--- config.mk ---
export PLATFORM = sky130hd
export DESIGN_NAME = lcd_tile_fill_engine
export DESIGN_NICKNAME = d
export VERILOG_FILES = /design/src/rtl/lcd_tile_fill_engine.sv
export SDC_FILE = /design/constraint.sdc
export NUM_CORES = 1
export LEC_CHECK = 0
export ABC_AREA = 1
export CAP_MARGIN = 10
export CORE_MARGIN = 5
export CORE_UTILIZATION = 45
export CTS_CLUSTER_SIZE = 10
export DETAILED_ROUTE_END_ITERATION = 7
export GPL_ROUTABILITY_DRIVEN = 0
export GPL_TIMING_DRIVEN = 0
export PLACE_DENSITY = 0.68
export SYNTH_ARGS = -nofsm -noshare
export SYNTH_HDL_FRONTEND = slang
export SYNTH_SLANG_ARGS = --single-unit
--- constraint.sdc ---
create_clock -name clk -period 4.85 [get_ports clk]
set_input_delay 0.97 -clock clk [delete_from_list [all_inputs] [get_ports clk]]
set_output_delay 0.97 -clock clk [all_outputs]
set_load 0.1 [all_outputs]
--- src/rtl/lcd_tile_fill_engine.sv ---
// Tile-map fill engine: CPU programs a rectangle and tile byte, engine writes the tiles as bus master.
// Optional build macro LCD_FILL_IRQ_EN adds the irq output and the CTRL bit3 interrupt enable.
module lcd_tile_fill_engine #(
    parameter int unsigned MAP_COLS = 60,
    parameter int unsigned MAP_ROWS = 34
) (
    input  logic        clk,
    input  logic        rst_n,
    input  logic        cfg_select,
    input  logic [3:0]  cfg_wstrb,
    input  logic [3:0]  cfg_addr,
    input  logic [31:0] cfg_data_i,
    output logic        cfg_ready,
    output logic [31:0] cfg_data_o,
    output logic        mem_select,
    output logic [3:0]  mem_wstrb,
    output logic [11:0] mem_addr,
    output logic [31:0] mem_data_o,
    input  logic        mem_ready,
`ifdef LCD_FILL_IRQ_EN
    output logic        irq,
`endif
    output logic        busy
);

    localparam logic [6:0]  COLS7  = 7'(MAP_COLS);
    localparam logic [6:0]  ROWS7  = 7'(MAP_ROWS);
    localparam logic [11:0] COLS12 = 12'(MAP_COLS);

    typedef enum logic [1:0] {S_IDLE, S_SETUP, S_WRITE, S_NEXT} state_t;

    state_t      state_q, state_d;
    logic        cfg_ready_q, cfg_ready_d;
    logic [31:0] cfg_data_q, cfg_data_d;
    logic        done_q, done_d, abort_q, abort_d, irq_en_q, irq_en_d;
    logic [5:0]  x0_q, x0_d, y0_q, y0_d, w_q, w_d, h_q, h_d;
    logic [7:0]  value_q, value_d;
    logic [6:0]  xe_q, xe_d, ye_q, ye_d;
    logic [5:0]  x_q, x_d, y_q, y_d;
    logic [11:0] offset_q, offset_d;
    logic        mem_sel_q, mem_sel_d;
    logic [3:0]  mem_wstrb_q, mem_wstrb_d;
    logic [11:0] mem_addr_q, mem_addr_d;
    logic [31:0] mem_data_q, mem_data_d;

    logic        is_busy, rd, wr, ctrl_wr, start, abort_set, enter_write;
    logic [6:0]  xsum, ysum, x_inc, y_inc;
    logic        unused_bits;

`ifdef LCD_FILL_IRQ_EN
    assign unused_bits = ^{cfg_data_i[31:30], cfg_data_i[23:22], cfg_data_i[15:14], cfg_data_i[7:6]};
`else
    assign unused_bits = ^{cfg_data_i[31:30], cfg_data_i[23:22], cfg_data_i[15:14], cfg_data_i[7:6],
                           cfg_data_i[3], irq_en_q};
`endif

    always_comb begin
        state_d     = state_q;
        done_d      = done_q;
        abort_d     = abort_q;
        irq_en_d    = irq_en_q;
        x0_d        = x0_q;
        y0_d        = y0_q;
        w_d         = w_q;
        h_d         = h_q;
        value_d     = value_q;
        xe_d        = xe_q;
        ye_d        = ye_q;
        x_d         = x_q;
        y_d         = y_q;
        offset_d    = offset_q;
        mem_sel_d   = mem_sel_q;
        mem_wstrb_d = mem_wstrb_q;
        mem_addr_d  = mem_addr_q;
        mem_data_d  = mem_data_q;
        enter_write = 1'b0;

        is_busy     = (state_q != S_IDLE);
        cfg_ready_d = cfg_select & ~cfg_ready_q;
        rd          = cfg_select & ~cfg_ready_q & (cfg_wstrb == 4'b0000);
        wr          = cfg_select & cfg_ready_q & (cfg_wstrb != 4'b0000);
        ctrl_wr     = wr & (cfg_addr == 4'h0) & cfg_wstrb[0];
        start       = ctrl_wr & cfg_data_i[0] & ~cfg_data_i[2] & ~is_busy;
        abort_set   = ctrl_wr & cfg_data_i[2] & is_busy;

        cfg_data_d = '0;
        if (rd) begin
            case (cfg_addr)
                4'h0:    cfg_data_d = {28'b0, irq_en_q, abort_q, done_q, is_busy};
                4'h4:    cfg_data_d = {2'b0, h_q, 2'b0, w_q, 2'b0, y0_q, 2'b0, x0_q};
                4'h8:    cfg_data_d = {24'b0, value_q};
                default: cfg_data_d = '0;
            endcase
        end

        if (ctrl_wr & (cfg_data_i[1] | start)) done_d = 1'b0;
        if (abort_set) abort_d = 1'b1;
`ifdef LCD_FILL_IRQ_EN
        if (ctrl_wr) irq_en_d = cfg_data_i[3];
`endif
        if (wr & ~is_busy & (cfg_addr == 4'h4)) begin
            if (cfg_wstrb[0]) x0_d = cfg_data_i[5:0];
            if (cfg_wstrb[1]) y0_d = cfg_data_i[13:8];
            if (cfg_wstrb[2]) w_d  = cfg_data_i[21:16];
            if (cfg_wstrb[3]) h_d  = cfg_data_i[29:24];
        end
        if (wr & ~is_busy & (cfg_addr == 4'h8) & cfg_wstrb[0]) value_d = cfg_data_i[7:0];

        xsum  = {1'b0, x0_q} + {1'b0, w_q};
        ysum  = {1'b0, y0_q} + {1'b0, h_q};
        x_inc = {1'b0, x_q} + 7'd1;
        y_inc = {1'b0, y_q} + 7'd1;

        case (state_q)
            S_IDLE: if (start) state_d = S_SETUP;
            S_SETUP: begin
                xe_d = (xsum > COLS7) ? COLS7 : xsum;
                ye_d = (ysum > ROWS7) ? ROWS7 : ysum;
                if ((w_q == 6'd0) || (h_q == 6'd0) || ({1'b0, x0_q} >= COLS7) ||
                    ({1'b0, y0_q} >= ROWS7) || abort_q || abort_set) begin
                    state_d = S_IDLE;
                    done_d  = 1'b1;
                end else begin
                    x_d         = x0_q;
                    y_d         = y0_q;
                    offset_d    = 12'({6'b0, y0_q}) * COLS12 + 12'({6'b0, x0_q});
                    enter_write = 1'b1;
                end
            end
            S_WRITE: if (mem_ready) begin
                state_d   = S_NEXT;
                mem_sel_d = 1'b0;
            end
            S_NEXT: begin
                // Row wrap jumps from the last column of this row to x0 of the next row.
                if (x_inc == xe_d) begin
                    x_d      = x0_q;
                    y_d      = y_q + 6'd1;
                    offset_d = offset_q + COLS12 - 12'(xe_q - {1'b0, x0_q}) + 12'd1;
                end else begin
                    x_d      = x_q + 6'd1;
                    offset_d = offset_q + 12'd1;
                end
                if (((x_inc == xe_q) && (y_inc == ye_q)) || abort_q || abort_set) begin
                    state_d = S_IDLE;
                    done_d  = 1'b1;
                end else begin
                    enter_write = 1'b1;
                end
            end
            default: state_d = S_IDLE;
        endcase

        if (enter_write) begin
            state_d     = S_WRITE;
            mem_sel_d   = 1'b1;
            mem_addr_d  = offset_d;
            mem_wstrb_d = 4'b0001 << offset_d[1:0];
            mem_data_d  = {4{value_q}};
        end
        if (state_d == S_IDLE && is_busy) abort_d = 1'b0;
    end

    always_ff @(posedge clk or negedge rst_n) begin
        if (!rst_n) begin
            state_q     <= S_IDLE;
            cfg_ready_q <= 1'b0;
            cfg_data_q  <= '0;
            done_q      <= 1'b0;
            abort_q     <= 1'b0;
            irq_en_q    <= 1'b0;
            x0_q        <= '0;
            y0_q        <= '0;
            w_q         <= '0;
            h_q         <= '0;
            value_q     <= '0;
            xe_q        <= '0;
            ye_q        <= '0;
            x_q         <= '0;
            y_q         <= '0;
            offset_q    <= '0;
            mem_sel_q   <= 1'b0;
            mem_wstrb_q <= '0;
            mem_addr_q  <= '0;
            mem_data_q  <= '0;
        end else begin
            state_q     <= state_d;
            cfg_ready_q <= cfg_ready_d;
            cfg_data_q  <= cfg_data_d;
            done_q      <= done_d;
            abort_q     <= abort_d;
            irq_en_q    <= irq_en_d;
            x0_q        <= x0_d;
            y0_q        <= y0_d;
            w_q         <= w_d;
            h_q         <= h_d;
            value_q     <= value_d;
            xe_q        <= xe_d;
            ye_q        <= ye_d;
            x_q         <= x_d;
            y_q         <= y_d;
            offset_q    <= offset_d;
            mem_sel_q   <= mem_sel_d;
            mem_wstrb_q <= mem_wstrb_d;
            mem_addr_q  <= mem_addr_d;
            mem_data_q  <= mem_data_d;
        end
    end

    assign cfg_ready  = cfg_ready_q;
    assign cfg_data_o = cfg_data_q;
    assign mem_select = mem_sel_q;
    assign mem_wstrb  = mem_wstrb_q;
    assign mem_addr   = mem_addr_q;
    assign mem_data_o = mem_data_q;
    assign busy       = (state_q != S_IDLE);
`ifdef LCD_FILL_IRQ_EN
    assign irq        = done_q & irq_en_q;
`endif

endmodule

==> impl_metrics.csv, run 1 <==
group,metric,value,unit
cts,cts.sinks,126,
timing,skew,0.01262,ns
synth,syn_inst,1111,
power_and_ir_drop,power_density,697.7,mW/mm2
cts,clk_pin_slew,0.07,ns
finish,drive_gt1_frac,0.1006,
routing,drt_first_iter_violations,432,
global_routing,grtUsageTotal,0.2123,
cts,cts_buffers,17,
cts,clock_path_buffers,2,
placement,port_buffers,114,
cts,post_cts_buffers,0,
timing,setup_violations,0,
setup_path,crit_top_cell,"nor2_1",
timing,relSlewSlack,0.3237,
cts,clk_latency,0.43,ns
finish,fin_area,0.01065,mm2
routing,drt_wl_total,22570,um
cts,htreeDepth,4,
worst_hold_path,hp-class,"primary input to async pin",
synth,synthArstFlopShare,1.000,
timing,fin_ws,1.064,ns
setup_path,path_max_fanout,7,
setup_path,arrival,4.09,ns
placement,place_ws,1.066,ns
finish,syn_to_final_growth,24.28,%
synth,ys_ff_latch,126,
floorplanning,initial_core_util,0.4579,
placement,placed_area,0.01005,mm2
finish,antenna_cells,0,
finish,nets,1372,
placement,place_inst,1465,
setup_path,cp.required,5.16,ns
global_routing,grt-ovfl-total,0,
routing,postRouteAntennaNets,0,
floorplanning,num_io_pins,127,
floorplanning,fp.dieH,148.0,um
timing,hold_ws,0.4732,ns
setup_path,worst_setup_path_end_kind,"flip-flop",
finish,finalNonFillerCells,1497,
routing,wl_per_cell,15.08,um
run,cap_viol_max_count,0,
setup_path,slowest_stage,"fa_1",
power_and_ir_drop,leakagePower,0.005413,uW
timing,rsz0062_at_grt,"no",
timing,period_minus_slack,3.786,ns
setup_path,critical_path_class,"flip-flop to flip-flop",
setup_path,slowest_delay,0.53,ns
cts,hold_buffers,0,
timing,tightest_slew,1.011,ns
synth,synth_warnings,0,
routing,vias_per_cell,4.979,
global_routing,grt_pass1_wl,37640,um
routing,vias,7453,
cts,cts_tree,"done",
finish,ff_latch_area,0.003153,mm2
setup_path,cp_num_buf_inv,2,
global_routing,antenna_found_initial,0,
floorplanning,coreArea,0.01871,mm2
power_and_ir_drop,ir_drop,0.4309,mV
routing,remaining_drc_errors,0,
placement,dpl.hpwl,17540,um
synth,ys_types,46,
floorplanning,die_area,0.02189,mm2
synth,synth_ff_type,"dfrtp_1",
synth,seq_area_frac_synth,0.3681,
finish,multi_input_area,0.004514,mm2
timing,period_share,0.7806,
finish,fillCellCount,1665,
synth,synth-edff-count,0,
global_routing,grt_pass1_vias,7514,
cts,cts.repair.resized,0,
timing,slew_violations,0,
setup_path,path_cells,"fa_1, fa_1, inv_1, fa_1, inv_1, ha_1, nand2_1, nor2_1, nor2_1, nor2_1, nand3_1, nor2_1, nor2_1, a21oi_1, nand3_1, nand2_1, nand2_1",
setup_path,crit_family,"adder cells",
floorplanning,rows,50,
synth,netlist_area,0.008566,mm2
setup_path,startpoint_type,"flip-flop",
cts,root_buffer,"clkbuf_16",
timing,max_freq,264.1,MHz
run_status,status,"complete, no violations",
timing,hold_violations,0,
synth,avgSynthCellArea,7.710,um2
routing,drtPass1Iterations,5,
global_routing,grt_max_degree,82,
floorplanning,dieWidth,148.0,um
[flip-flops by register name, indices dropped and copies added (netlist names)]
signal,flops
cfg_data_o,26
x0_q,6
abort_q,1
x_q,6
value_q,8
offset_q,12
h_q,6
state_q,2
y0_q,6
mem_data_o,8
done_q,1
mem_wstrb,4
y_q,6
mem_addr,12
cfg_ready,1
w_q,6
mem_select,1
ye_q,7
xe_q,7
[cell usage in the layout, fill, tap and decap left out, types with 4 or more instances in the layout]
cell,synthesis,layout
mux2_2,6,6
inv_1,146,146
o21ai_0,42,42
nand2_1,293,293
clkbuf_16,0,17
fa_1,14,14
nand4_1,13,13
buf_2,6,6
o22ai_1,4,4
nand3_1,86,86
clkbuf_1,9,9
conb_1,1,6
clkdlybuf4s50_1,0,113
nor3_1,13,13
nand3b_1,5,5
o21bai_1,4,4
xnor2_1,16,16
buf_4,30,30
nor2_1,90,90
ha_1,64,64
inv_6,1,8
mux2_1,4,4
a31oi_1,5,5
dfrtp_1,126,126
a21oi_1,50,50
xor2_1,16,16
or2_2,7,7
nand2_2,21,21
o211ai_1,4,4
inv_2,5,5
[cells by family (layout without fill, tap and decap cells)]
logic type,Yosys count,in the layout,share of synthesized area
AND/OR/NAND/NOR,541,541,0.2739
multiplexers,10,10,0.01315
buffers and inverters,202,349,0.1071
flip-flops,126,126,0.3681
adder cells (fa/ha/maj),78,78,0.1262
AO/OA/AOI/OAI,121,121,0.07844
other,1,6,0.0004378
XOR/XNOR,32,32,0.03272
[final cells by class]
cell class	instances	share of cell area
Multi-Input combinational cell	788	0.4241
Clock buffer	17	0.03996
Timing Repair Buffer	115	0.1099
Buffer	49	0.03150
Inverter	153	0.05465
Sequential cell	126	0.2962
Tap cell	234	0.02750
Clock inverter	15	0.01622
[worst register-to-register path, delay by kind of cell (launching register included)]
family / cells / cell delay, ns
and+or+nand+nor: 10 / 1.01
adders and majority gates: 4 / 1.88
DFF: 1 / 0.52
buffers and inverters: 2 / 0.12
AOI/OAI and AO/OA: 1 / 0.16
[routing by layer]
layer / vias to the layer above / share of wire / track usage
met5: - / 0 / 0
met1: 3448 / 0.46 / 0.2808
met2: 181 / 0.47 / 0.3519
li1: 3798 / - / -
met3: 26 / 0.054 / 0.05058
met4: 0 / 0.017 / 0.05497
[final timing paths]
path | startpoint | end | slack, ns | cells after the start
worst max-delay path | y0_q[1]$_DFFE_PN0P_ | mem_addr[8]$_DFFE_PN0P_ | 1.06 | 17
min in group clk | mem_addr[0]$_DFFE_PN0P_ | mem_addr[0]$_DFFE_PN0P_ | 0.49 | 2
worst min-delay path | rst_n | cfg_data_o[27]$_DFF_PN0_ | 0.47 | 1
max in group asynchronous | rst_n | offset_q[11]$_DFF_PN0_ | 3.61 | 2
worst max register to register | y0_q[1]$_DFFE_PN0P_ | mem_addr[8]$_DFFE_PN0P_ | 1.06 | 17
worst min register to register | mem_addr[0]$_DFFE_PN0P_ | mem_addr[0]$_DFFE_PN0P_ | 0.49 | 2
[power breakdown]
group / switching, uW / total, uW / internal [uW]
logic: 3030 / 4560 / 1530
registers: 268 / 1550 / 1280
clock network: 543 / 1320 / 775
total: 3840 / 7430 / 3590
[stage by stage]
step                      utilization  power [uW]  TNS [ns]
after global routing           0.5691        8044         0
after floorplan                     -        5091         0
after global placement         0.5356        6036   -287.70
final                          0.5691        7428         0
after detailed placement       0.5371        6088         0
after CTS                      0.5691        7437         0
[cells in the mapped netlist, types with 3 or more instances]
cell type / count / area [um2]
inv_1: 146 / 548.0
o21ai_0: 42 / 210.2
inv_2: 5 / 18.77
nand2_2: 21 / 131.4
o21bai_1: 4 / 30.03
nand3b_1: 5 / 37.54
a21o_1: 3 / 22.52
nand3_2: 3 / 30.03
mux2_2: 6 / 67.56
o211ai_1: 4 / 30.03
dfrtp_1: 126 / 3153
a31oi_1: 5 / 31.28
xor2_1: 16 / 140.1
buf_2: 6 / 30.03
nand3_1: 86 / 430.4
nor2_2: 3 / 18.77
buf_4: 30 / 225.2
or2_2: 7 / 43.79
clkbuf_1: 9 / 33.78
a21oi_1: 50 / 250.2
o22ai_1: 4 / 25.02
nor3_1: 13 / 65.06
nand4_1: 13 / 81.33
nand2_1: 293 / 1100
mux2_1: 4 / 45.04
xnor2_1: 16 / 140.1
nor2_1: 90 / 337.8
ha_1: 64 / 800.8
fa_1: 14 / 280.3
(Power assumes the default switching activity.)
==> run 2, diff against run 1 <==
==> constraint.sdc (replaced) <==
create_clock -name clk -period 3.6 [get_ports clk]
set_input_delay 0.72 -clock clk [delete_from_list [all_inputs] [get_ports clk]]
set_output_delay 0.72 -clock clk [all_outputs]
set_load 0.1 [all_outputs]
==> impl_metrics.csv, run 2 (synthesis results as in run 1) <==
group,metric,value,unit
run,cap_viol_max_count,0,
setup_path,cp-endpoint,"offset_q[8]$_DFF_PN0_",
setup_path,cp.depth,16,
setup_path,slowest_stage,"fa_1",
setup_path,regToRegStartpoint,"y0_q[2]$_DFFE_PN0P_",
setup_path,path_max_fanout,4,
setup_path,startpoint_type,"flip-flop",
floorplanning,initial_core_util,0.4579,
cts,cts_buffers,17,
timing,slew_violations,0,
setup_path,critical_path_class,"flip-flop to flip-flop",
placement,place_ws,-0.1835,ns
power_and_ir_drop,finalPower,10230,uW
routing,drt_wl_total,22920,um
routing,wl_per_cell,15.17,um
setup_path,cp_num_buf_inv,3,
timing,hold_ws,0.2202,ns
timing,period_share,0.9934,
floorplanning,rows,50,
finish,finalNonFillerCells,1511,
global_routing,grt_pass1_wl,37870,um
cts,cts.sinks,126,
finish,final_util,0.5817,
power_and_ir_drop,ir_drop,0.5814,mV
routing,vias_per_cell,5.028,
routing,drt_first_iter_violations,408,
global_routing,grtUsageTotal,0.2138,
cts,cts_tree,"done",
power_and_ir_drop,leakagePower,0.005443,uW
finish,fillCellCount,1645,
global_routing,grt-ovfl-total,0,
routing,vias,7597,
cts,clk_pin_slew,0.07,ns
setup_path,arrival,3.89,ns
floorplanning,dieWidth,148.0,um
cts,hold_buffers,0,
setup_path,regToRegSetupSlack,0.02,ns
setup_path,path_cells,"fa_1, fa_1, inv_1, fa_1, inv_2, ha_4, nand2_4, nor2_4, nor2_4, nor2_2, nand3_2, nor2_4, nor2_1, a21oi_1, nand3_1, buf_4",
floorplanning,fp.dieH,148.0,um
timing,fin_ws,0.02393,ns
power_and_ir_drop,combPwrFrac,0.622,
finish,syn_to_final_growth,27.02,%
finish,nets,1386,
placement,port_buffers,114,
timing,rsz0062_at_grt,"yes",
timing,max_freq,279.6,MHz
power_and_ir_drop,power_density,940.6,mW/mm2
run_status,status,"complete, no violations",
floorplanning,num_io_pins,127,
setup_path,slowest_delay,0.56,ns
floorplanning,coreArea,0.01871,mm2
setup_path,startpoint,"y0_q[2]$_DFFE_PN0P_",
global_routing,grt_pass1_vias,7556,
finish,largest_register_ffs,26,
power_and_ir_drop,switchingPower,5275,uW
cts,root_buffer,"clkbuf_16",
cts,htreeDepth,4,
power_and_ir_drop,seqPwrFrac,0.205,
setup_path,worst_setup_path_end_kind,"flip-flop",
power_and_ir_drop,pwr-share-clk,0.174,
routing,remaining_drc_errors,0,
global_routing,grt_max_degree,82,
cts,clk_latency,0.42,ns
finish,ff_latch_area,0.003166,mm2
cts,clock_path_buffers,2,
timing,skew,0.01252,ns
setup_path,cp.required,3.91,ns
placement,place_inst,1465,
finish,layout_common_cells,"nand2_1 (291), inv_1 (140), dfrtp_1 (116), clkdlybuf4s50_1 (113), nor2_1 (85)",
setup_path,r2r-end,"offset_q[8]$_DFF_PN0_",
placement,dpl.hpwl,17540,um
finish,multi_input_area,0.004617,mm2
finish,drive_gt1_frac,0.1394,
power_and_ir_drop,switching_share,0.5155,
timing,tightest_slew,1.016,ns
timing,hold_violations,0,
worst_hold_path,hp-class,"primary input to async pin",
power_and_ir_drop,internal_power,4959,uW
routing,drtPass1Iterations,5,
setup_path,crit_family,"adder cells",
finish,final_common_cell,"nand2_1",
timing,setup_violations,0,
timing,relSlewSlack,0.3206,
finish,antenna_cells,0,
floorplanning,die_area,0.02189,mm2
routing,postRouteAntennaNets,0,
setup_path,reg2regPathDepth,16,
global_routing,antenna_found_initial,0,
timing,period_minus_slack,3.576,ns
[run 2: cell count changes in the layout (fill, tap and decap cells not counted), sizes merged]
cell      delta
inv          -4
buf         +14
clkinvlp     +4
[run 2: worst min path at each step]
| stage | cells after the start | start | slack [ns] | to |
|---|---|---|---|---|
| final | 1 | rst_n | 0.22 | cfg_data_o[27]$_DFF_PN0_ |
| after global routing | 1 | rst_n | 0.24 | cfg_data_o[27]$_DFF_PN0_ |
| after CTS | 1 | rst_n | 0.23 | cfg_data_o[27]$_DFF_PN0_ |
| after detailed placement | 2 | mem_addr[0]$_DFFE_PN0P_ | 0.47 | mem_addr[0]$_DFFE_PN0P_ |
| after global placement | 2 | mem_addr[0]$_DFFE_PN0P_ | 0.47 | mem_addr[0]$_DFFE_PN0P_ |
| after floorplan | 0 | rst_n | 0.42 | abort_q$_DFFE_PN0P_ |
[run 2: layout make-up]
type / count / area share
Buffer: 49 / 0.03082
Clock buffer: 17 / 0.03910
Clock inverter: 15 / 0.01587
Inverter: 153 / 0.05485
Multi-Input combinational cell: 788 / 0.4243
Sequential cell: 126 / 0.2909
Tap cell: 234 / 0.02691
Timing Repair Buffer: 129 / 0.1172
[run 2: what timing repair did]
action                                  4_1_cts  5_1_grt
hold endpoints to repair                      0        0
resized for setup                            11       31
setup buffers                                 8        6
pin swaps                                     3       14
endpoints found under the setup margin        8       11
cloned                                        0        0
[run 2: power groups by stage]
stage / logic, uW / clock network (uW) / registers (uW)
after floorplan: 4110 / 0 / 2750
after global placement: 6020 / 0 / 2110
after detailed placement: 6090 / 0 / 2110
after CTS: 6180 / 1800 / 2090
after global routing: 7050 / 1870 / 2150
final: 6360 / 1780 / 2090
[run 2: routing by layer]
layer | up-vias | share of wire | track usage | wire length, um
met5 | - | 0 | 0 | 0
met4 | 0 | 0.017 | 0.05543 | 399
met3 | 29 | 0.062 | 0.05150 | 1412
met2 | 228 | 0.47 | 0.3544 | 10770
met1 | 3516 | 0.45 | 0.2821 | 10340
li1 | 3824 | - | - | -
[run 2: through the flow]
| step | instance area (um2) | TNS, ns |
|---|---|---|
| 2_1_floorplan | 8584 | 0 |
| 3_5_place_dp | 10050 | -0.7468 |
| 6_report | 10880 | 0 |
| 5_1_grt | 10880 | -0.4571 |
| 4_1_cts | 10740 | -0.01100 |
| 3_3_place_gp | 10020 | -414.06 |
